[src/rtl/tmr_voter.sv]
// tmr_voter: duplex-checked simplex pass-through that escalates to 2-of-3 TMR voting on disagreement
module tmr_voter #(
  parameter int cmd_l = 4,
  parameter int hold_cyc = 16,
  parameter int cnt_w = 8
) (
  input  logic               clk,
  input  logic               rst,
  input  logic               in_valid,
  input  logic [2*cmd_l-1:0] cmd_a,
  input  logic [2*cmd_l-1:0] cmd_b,
  input  logic [2*cmd_l-1:0] cmd_c,
  output logic               out_valid,
  output logic [2*cmd_l-1:0] cmd_out,
  output logic               mode,
  output logic [1:0]         err_lane,
  output logic               fault,
  output logic [cnt_w-1:0]   err_cnt
);
  localparam int hw = $clog2(hold_cyc) + 1;
  typedef enum logic {simplex = 1'b0, tmr = 1'b1} mode_t;
  mode_t state, state_nxt;
  logic [hw-1:0] hold_cnt, hold_nxt;
  logic [2*cmd_l-1:0] maj;
  logic eab, ebc, eac, all_diff, bad;
  logic [1:0] lane_nxt;
  assign maj = (cmd_a & cmd_b) | (cmd_b & cmd_c) | (cmd_a & cmd_c);
  assign eab = cmd_a != cmd_b;
  assign ebc = cmd_b != cmd_c;
  assign eac = cmd_a != cmd_c;
  assign all_diff = eab & ebc & eac;
  // simplex only checks A against B, so C alone can never raise an error there
  assign bad = (state == simplex) ? eab : (eab | ebc);
  assign lane_nxt = (eab && eac && !ebc) ? 2'd1 :
                    (eab && ebc && !eac) ? 2'd2 :
                    (ebc && eac && !eab) ? 2'd3 : 2'd0;
  assign mode = state;
  // mode transitions and clean-sample hold window
  always_comb begin
    state_nxt = state;
    hold_nxt = hold_cnt;
    if (in_valid && bad) begin
      state_nxt = tmr;
      hold_nxt = '0;
    end else if (in_valid && state == tmr) begin
      state_nxt = (hold_cnt == hw'(hold_cyc - 1)) ? simplex : tmr;
      hold_nxt = (hold_cnt == hw'(hold_cyc - 1)) ? '0 : hold_cnt + 1'b1;
    end
  end
  // state, hold counter and all registered outputs
  always_ff @(posedge clk or negedge rst) begin
    if (!rst) begin
      state <= simplex;
      hold_cnt <= '0;
      out_valid <= 1'b0;
      cmd_out <= '0;
      err_lane <= 2'd0;
      fault <= 1'b0;
      err_cnt <= '0;
    end else begin
      state <= state_nxt;
      hold_cnt <= hold_nxt;
      out_valid <= in_valid;
      fault <= in_valid & bad & all_diff;
      if (in_valid) cmd_out <= (state == simplex && !eab) ? cmd_a : maj;
      if (in_valid && bad) begin
        err_lane <= lane_nxt;
        err_cnt <= (&err_cnt) ? err_cnt : err_cnt + 1'b1;
      end
    end
  end
endmodule
[config.mk]
export PLATFORM = sky130hd
export DESIGN_NAME = tmr_voter
export DESIGN_NICKNAME = d
export VERILOG_FILES = /design/src/rtl/tmr_voter.sv
export SDC_FILE = /design/constraint.sdc
export NUM_CORES = 1
export LEC_CHECK = 0
export ABC_CLOCK_PERIOD_IN_PS = 1700
export CAP_MARGIN = 20
export CORE_ASPECT_RATIO = 0.8
export CORE_MARGIN = 2
export CORE_UTILIZATION = 60
export DETAILED_ROUTE_END_ITERATION = 8
export DONT_BUFFER_PORTS = 1
export PLACE_DENSITY = 0.76
export SLEW_MARGIN = 20
export SYNTH_ARGS = -nofsm -noshare
export SYNTH_HDL_FRONTEND = slang
export SYNTH_SLANG_ARGS = --single-unit
[constraint.sdc]
create_clock -name clk -period 1.7 [get_ports clk]
set_input_delay 0.17 -clock clk [delete_from_list [all_inputs] [get_ports clk]]
set_output_delay 0.17 -clock clk [all_outputs]
set_load 0.02 [all_outputs]
# Word level (Yosys, flattened, before mapping)
# Index checks and enable logic that the tools add are counted.
# classes
mul	0
bitwise	12
magnitude_cmp	0
n_div	0
n_reduce_logical	15
n_mux	11
add_sub_neg	2
shifts	0
n_eq_ne	4
# ops
cell	count
AND 8 bit	3
!= test 8 bit	3
bitwise OR 8 bit	2
2-to-1 mux 5 bit	3
logical AND 1 bit	9
adder 8 x 1 -> 8 bit (second input constant)	1
2-to-1 mux 8 bit	1
AND reduction 8 bit	1
2-to-1 mux 2 bit	3
adder 5 x 1 -> 5 bit (second input constant)	1
== test 5 x 4 -> 1 bit (second input constant)	1
AND 1 bit	4
2-to-1 mux 1 bit	4
zero test 1 bit	3
inverter 1 bit	2
AND reduction 2 bit	1
nonzero test 2 bit	1
bitwise OR 1 bit	1
# totals
output_inout_bits	21
wordCells	51
mem_bits_rw	0
latch_bits	0
romBits	0
regBits	26
n_memories	0

# Depth between registers and ports, before layout
# Gate-level depths: netlist of run 1.
# depth
ltp_word	6
depth_mapped	6

# Worst setup path before layout of run 1
# OpenSTA, ideal clock, no wires.
# synth_path
path_kind	input to register
from	input cmd_a[0]
to	register err_cnt[7]
t_arrival_ns	1.613
n_path_buf	1
stages	6
setup_time_ns	0.128
setup_slack_ns	-0.041
path_cell_list	ha_1 -> nor4_2 -> nand2_1 -> buf_6 -> o21ai_1 -> mux2_1
# synth_between
elab_chain_len	5
# synth_rtl
item	line_no	source
start, declared	10	input logic [2*cmd_l-1:0] cmd_a,
!= test 8 bit *	28	assign eab = cmd_a != cmd_b;
bitwise OR 1 bit	33	assign bad = (state == simplex) ? eab : (eab | ebc);
2-to-1 mux 1 bit *	33	
logical AND 1 bit *	66	if (in_valid && bad) begin
AND reduction 2 bit (no line) *	--	
end signal, assigned	68	err_cnt <= (&err_cnt) ? err_cnt : err_cnt + 1'b1;
end, declared	18	output logic [cnt_w-1:0] err_cnt
# Mark *: on every way between the ends. The rest lies on a longest branch, timed or not.
# A chain may end at the register's enable or synchronous reset.

# Final worst setup path of run 1
# layout_path
from	input cmd_a[0]
to	register cmd_out[4]
# layout_between
elab_chain_len	4
# layout_rtl
item	line_no	source
!= test 8 bit	28	
zero test 1 bit	65	if (in_valid) cmd_out <= (state == simplex && !eab) ? cmd_a : maj;
logical AND 1 bit	65	
2-to-1 mux 8 bit	65	
end signal, assigned	65	
end, declared	14	output logic [2*cmd_l-1:0] cmd_out,
# Every way passes these cells.

==> reports/results.txt, run 1 <==
Status = finished clean
Layout area overhead = 15.4%
Combinational family with the most area after synthesis = simple AND/OR/NAND/NOR gates
Synth Area in Compound Gates = 0.115
Total Neg Setup Slack = 0 ns
Fraction of registers with async set/reset = 1.00
Clock Path Buffers = 2
Crit-path slowest cell = or4_1
Syn_area_per_cell = 10.8 sq um
Post-synthesis adder-cell area fraction = 0.190
Final WL = 4060 um
Hold path depth = 3
Register area share after synthesis = 0.380
Number of global-route vias before repair = 1517
Core Region = 2740 sq um
Mapped Cells = 158
Worst-Margin Slew = 0.396 ns
Ratio of final minimum period to clock period = 0.953
Min-delay src = in_valid
Worst vdd rail ir drop = 0.722 mV
Cell taking the most area after synthesis = dfrtp_1
Root buffer cell = clkbuf_4
Fraction of layout instances using a drive strength above 1 = 0.220
CTS tree = yes
Die Span X = 63.7 um
Tmin final = 1.62 ns
H-Tree Depth = 1
Warnings from Yosys = 0
PD cells = 910 nW/um^2
Gr ovfl total = 0
Max frequency = 617 MHz
Fin cells = 220
Setup bufs post-CTS = 0
Top-area cell type share of the netlist area = 0.380
Hpwl dp = 3210 um
Hold crit path type = in -> reg
Max incr delay on CP = 0.61 ns
Antenna Cells = 0
WHS Endpoint = cmd_out[5]$_DFFE_PN0P_
Setup slack at placement = -0.245 ns
CTS buffer count = 3
CTS clock-pin slew for the worst setup and hold paths = 0.15 ns
Synth top cells by count = dfrtp_1 (26), ha_1 (26), nand2_1 (16)
PortBufs = 0
Post-synth EDFFs = 0
Largest net degree at the start of global routing = 27
Num rows = 17
CP top delay family = simple AND/OR/NAND/NOR gates
Largest cells by area after synthesis = dfrtp_1 (38%), ha_1 (19%), mux2_2 (3.9%), nor4_1 (3.7%), nor3_1 (3.5%)
Crit-path max FO = 8
Post-synth net total = 211
Unrepaired setup endpoints after global routing = false
Reg2reg start = mode$_DFFE_PN0P_
Design Area, Final = 1980 sq um
Total GRT Usage = 0.274
R2R setup slack = 0.15 ns
Ports = 48
Crit path cell chain = ha_1 > or4_1 > nor3_4 > nor4_1 > o31ai_1
Synthesized area = 1710 sq um
Clock Latency Late Sink = 0.33 ns
Kind of critical path = in -> reg
Via Count = 1447
Final Skew = 0.0174 ns
Slew margin rel. = 0.735
Fraction of synthesized area in multiplexers = 0.0584
Number of setup violations in the final report = 0
Worst EP arrival = 1.85 ns
Placed cell count = 213
Final setup margin = 0.0805 ns
Placed cell area = 1900 sq um
Final Hold Vio Count = 0
Iter 0 DRT Violations = 60
Simple-Gate Fraction of Synth Area = 0.217
Final net count = 236
Critical path buffers and inverters = 0
R2R cell count = 4
DRC Markers = 0
Required time of the critical path = 1.93 ns
Synth Register Bits = 26
Drt first pass iters = 4
Ys flop type = dfrtp_1
Die Y = 51.8 um
RePlAce Congestion = 0.841
Initial Util = 0.624
Avg WL per Cell = 18.5 um
R2R Path End = cmd_out[4]$_DFFE_PN0P_
Critical Path Source Type = input port
Netlist cell types = 39
Final ANT Viol Nets = 0
Crit end category = flop
Post-synthesis xor/xnor area fraction = 0.0205
PnR Total Power = 1.80 mW
MaxCap Viol Count = 0
Lkg Pwr = 0.897 nW
Die area = 3300 sq um
Via density per instance = 6.58
Clock sinks = 26
Antenna violations before repair = 0
Final Slew Violations = 0
First-pass GRT wire length = 6880 um
final cells by class:
class / count / area (sq um)
Clock buffer: 4 / 36.3
Fill cell: 201 / 767
Tap cell: 38 / 47.5
Multi-Input combinational cell: 128 / 1050
Sequential cell: 26 / 651
Timing Repair Buffer: 23 / 190
Inverter: 1 / 6.26
worst max-delay path by stage:
stage | from | to | slack [ns] | cells after the start
floorplan | cmd_a[5] | hold_cnt[2]$_DFFE_PN0P_ | -0.01 | 5
global placement | cmd_a[0] | cmd_out[0]$_DFFE_PN0P_ | -0.11 | 5
detailed placement | cmd_a[0] | cmd_out[4]$_DFFE_PN0P_ | -0.24 | 5
CTS | cmd_a[0] | cmd_out[4]$_DFFE_PN0P_ | 0.12 | 5
global route | cmd_a[5] | cmd_out[4]$_DFFE_PN0P_ | 0.06 | 5
finish | cmd_a[0] | cmd_out[4]$_DFFE_PN0P_ | 0.08 | 5
metal layers:
| layer | global-route usage | vias to the layer above | wire (um) |
|---|---|---|---|
| li1 | - | 674 | - |
| met1 | 0.328 | 714 | 1650 |
| met2 | 0.493 | 53 | 2090 |
| met3 | 0.0606 | 6 | 267 |
| met4 | 0.0942 | 0 | 53 |
| met5 | 0 | - | 0 |
sequential cells by signal, indices dropped and copies added, names as in the netlist:
signal and cells:
cmd_out 8, err_cnt 8, hold_cnt 5, err_lane 2, fault 1, mode 1, out_valid 1
metrics by stage:
stage | utilization | hold WS [ns]
after floorplan | - | -0.126
after detailed placement | 0.693 | -0.125
after global routing | 0.720 | 0.0697
after CTS | 0.720 | 0.0522
after global placement | 0.693 | -0.125
final | 0.720 | 0.0617
worst register-to-register path, cell delays in order, from the launching register on:
cell and delay (ns):
dfrtp_1 0.48, buf_4 0.19, nor3_4 0.38, nor4_1 0.10
o31ai_1 0.30
what timing repair did:
| action | CTS | global route |
|---|---|---|
| gates resized for setup | 0 | 0 |
| endpoints found under the hold margin | 28 | 0 |
| hold buffers | 3 | 0 |
kinds of logic after synthesis:
logic type / Yosys count
AO/OA/AOI/OAI: 26
multiplexers: 9
XOR/XNOR: 4
adder cells (fa/ha/maj): 26
buffers and inverters: 4
AND/OR/NAND/NOR: 63
flip-flops: 26
report_power, final:
part	switching [mW]	total, mW	internal [mW]	leakage (nW)
sequential	0.199	0.927	0.728	0.324
combinational	0.288	0.557	0.269	0.552
clock	0.185	0.316	0.131	0.0210
total	0.671	1.80	1.13	0.897
cell usage in the layout (no fill, tap or decap), drive strengths merged:
cell type	n
a21o	2
nor3	13
nor2b	1
or4	2
o21ai	4
nand2b	1
a21boi	2
mux2	8
xnor2	3
and2	1
nand2	16
o2111ai	1
or3	1
a22o	1
dlygate4sd3	2
buf	21
o31ai	8
dfrtp	26
xor2	1
nand4b	1
o211a	1
mux2i	1
o311ai	1
ha	26
inv	1
a32o	1
nor2	2
clkbuf	4
a21oi	2
o21bai	1
nand4	2
nand3	5
o211ai	2
nor4	14
and3	4
Note: power is estimated with default switching activity, not from simulation.
==> inputs of run 2 (changes only) <==
- ABC_AREA: unset -> 1
==> run 2 against run 1 <==
Against the previous run: core utilization fell by 4.5 points; first-iteration DRC count rose by 68%; global-route usage rose by 0.14 points; wire length rose by 8.9%; critical endpoint is now err_cnt[0]$_DFFE_PN0P_; setup slack improved by 0.18 ns; combinational power fell by 31%.
==> reports/results.txt, run 2 <==
Status = finished clean
Critical Path Source Type = flop
Worst EP arrival = 1.65 ns (-0.20 ns)
Worst vdd rail ir drop = 0.862 mV (+20%)
Final ANT Viol Nets = 0 (unchanged)
Clock sinks = 26 (unchanged)
Via Count = 1561 (+7.9%)
Commonest non-fill, non-tap cell in the layout = nand2_1
Post-synth EDFFs = 0 (unchanged)
Hold Buf Count CTS = 3 (unchanged)
Fraction of registers with async set/reset = 1.00 (unchanged)
Kind of critical path = reg -> reg
Clock Path Buffers = 2 (unchanged)
Initial Util = 0.617 (-0.00693)
Iter 0 DRT Violations = 101 (+68%)
Placed cell area = 1930 sq um (+1.4%)
Critical path buffers and inverters = 1 (+1)
Hold path depth = 2 (-1)
Num rows = 18 (+1)
Fin cells = 269 (+22%)
Gates resized, CTS repair = 0 (unchanged)
Hold crit path type = in -> reg
Largest net degree at the start of global routing = 27 (unchanged)
Mapped Cells = 220 (+39%)
Layout area overhead = 9.40%
MaxCap Viol Count = 0 (unchanged)
CP top delay family = simple AND/OR/NAND/NOR gates
Total GRT Usage = 0.276 (+0.00142)
Switching Share = 0.330 (-0.0429)
Final core occ = 0.675 (-0.0451)
Final setup margin = 0.265 ns (+0.185 ns)
Hold Slack = 0.0283 ns (-0.0335 ns)
Avg WL per Cell = 16.4 um (-11%)
Required time of the critical path = 1.91 ns (-0.02 ns)
R2R cell count = 6 (+2)
Synthesized area = 1860 sq um (+8.8%)
Setup bufs post-CTS = 0 (unchanged)
Register area share after synthesis = 0.349 (-0.0306)
WP depth = 6 (+1)
Warnings from Yosys = 0 (unchanged)
Drt first pass iters = 4 (unchanged)
Total Neg Setup Slack = 0 ns (unchanged)
Final Skew = 0.00299 ns (-0.0144 ns)
Setup slack at placement = 0.156 ns (+0.401 ns)
Worst-Margin Slew = 0.415 ns (+0.0191 ns)
Clock Latency Late Sink = 0.27 ns (-0.06 ns)
Max incr delay on CP = 0.52 ns (-0.09 ns)
Final net count = 283 (+20%)
Final WL = 4420 um (+8.9%)
Hpwl dp = 3450 um (+7.3%)
Slew margin rel. = 0.723 (-0.0119)
Cell taking the most area after synthesis = dfrtp_1
Die area = 3570 sq um (+8.1%)
Crit-path slowest cell = dfrtp_1
PnR Total Power = 1.75 mW (-2.6%)
Crit path cell chain = inv_1 > nor2_1 > nand4_4 > nand4_4 > nand2_1 > nand2_1
Most frequent cells in the layout = nand2_1 (70), nor2_1 (26), ha_1 (26), dfrtp_1 (26), nand3_1 (11)
Most numerous cell in the Yosys netlist = nand2_1
Fraction of layout instances using a drive strength above 1 = 0.140 (-0.0800)
Die Y = 53.8 um (+4.0%)
Crit-path max FO = 9 (+1)
Top-area cell type share of the netlist area = 0.349 (-0.0306)
Netlist cell types = 26 (-33%)
Number of setup violations in the final report = 0 (unchanged)
Die Span X = 66.3 um (+4.0%)
Unrepaired setup endpoints after global routing = false
Ratio of final minimum period to clock period = 0.844 (-0.109)
Final Hold Vio Count = 0 (unchanged)
Number of global-route vias before repair = 1614 (+6.4%)
Seq pwr share = 0.488 (-0.027)
Root buffer cell = clkbuf_8
Crit end category = flop
PD cells = 860 nW/um^2 (-5.5%)
Tmin final = 1.43 ns (-0.185 ns)
Synth Register Bits = 26 (unchanged)
R2R setup slack = 0.27 ns (+0.12 ns)
Ys flop type = dfrtp_1
Max frequency = 697 MHz (+13%)
Biggest regs = cmd_out (8), err_cnt (8), hold_cnt (5)
Antenna violations before repair = 0 (unchanged)
CTS clock-pin slew for the worst setup and hold paths = 0.09 ns (-0.06 ns)
Placed cell count = 262 (+23%)
Gr ovfl total = 0 (unchanged)
Antenna Cells = 0 (unchanged)
PortBufs = 0 (unchanged)
Largest cells by area after synthesis = dfrtp_1 (35%), ha_1 (17%), nand2_1 (14%), o211ai_2 (5.4%), nor2_1 (5.2%)
Synth top cells by count = nand2_1 (70), dfrtp_1 (26), ha_1 (26), nor2_1 (26), nand3_1 (11)
# fillers = 246 (+22%)
Post-synth net total = 273 (+29%)
Internal power = 1.17 mW (+4.0%)
Via density per instance = 5.80 (-12%)
CTS buffer count = 3 (unchanged)
Final Slew Violations = 0 (unchanged)
Lkg Pwr = 1.08 nW (+20%)
H-Tree Depth = 1 (unchanged)
RePlAce Congestion = 0.910 (+8.2%)
Psw = 0.578 mW (-14%)
Comb pwr share = 0.221 (-0.089)
DRC Markers = 0 (unchanged)
First-pass GRT wire length = 7310 um (+6.2%)
Core Region = 3020 sq um (+10%)
Syn_area_per_cell = 8.47 sq um (-22%)
Design Area, Final = 2040 sq um (+3.1%)
CTS tree = yes
Ports = 48 (unchanged)
Clock power frac = 0.291 (+0.115)
[run 2: final timing paths]
check	endpoint	startpoint
worst max-delay path	err_cnt[0]$_DFFE_PN0P_	err_cnt[7]$_DFFE_PN0P_
worst min-delay path	cmd_out[3]$_DFFE_PN0P_	in_valid
worst max register to register	err_cnt[0]$_DFFE_PN0P_	err_cnt[7]$_DFFE_PN0P_
worst min register to register	hold_cnt[4]$_DFFE_PN0P_	hold_cnt[4]$_DFFE_PN0P_
max in group asynchronous	err_cnt[7]$_DFFE_PN0P_	rst
min in group asynchronous	hold_cnt[3]$_DFFE_PN0P_	rst
[run 2: logic make-up after synthesis]
kind of cell	after synthesis	share of synthesized area
adders and majority gates	26	0.175
AOI/OAI and AO/OA	11	0.0638
DFF	26	0.349
and+or+nand+nor	137	0.352
buffers and inverters	15	0.0369
xor gates and xnor gates	5	0.0235
[run 2: worst reg2reg max path, delay by kind of cell, from the launching register on]
family	cells	cell delay, ns
buf+inv	1	0.10
flops	1	0.52
simple gates	5	0.77
[run 2: area by class of cell]
cell class,count,area (sq um),share of cell area
Tap cell,40,50.0,0.0246
Sequential cell,26,651,0.319
Clock buffer,3,41.3,0.0203
Inverter,12,45.0,0.0221
Timing Repair Buffer,8,77.6,0.0381
Clock inverter,1,30.0,0.0147
Multi-Input combinational cell,179,1140,0.561
[run 2: routing by layer]
layer	part of all wire	up-vias	GRT usage
li1	-	758	-
met1	0.40	752	0.307
met2	0.53	43	0.533
met3	0.057	8	0.0690
met4	0.012	0	0.0646
met5	0	-	0
[run 2: power by group through the flow]
stage          clock network (mW)  logic (mW)  registers, mW
3_3_place_gp                    0       0.340          0.866
6_report                    0.509       0.387          0.856
5_1_grt                     0.543       0.446          0.871
2_1_floorplan                   0       0.256          0.879
4_1_cts                     0.528       0.393          0.856
3_5_place_dp                    0       0.368          0.868
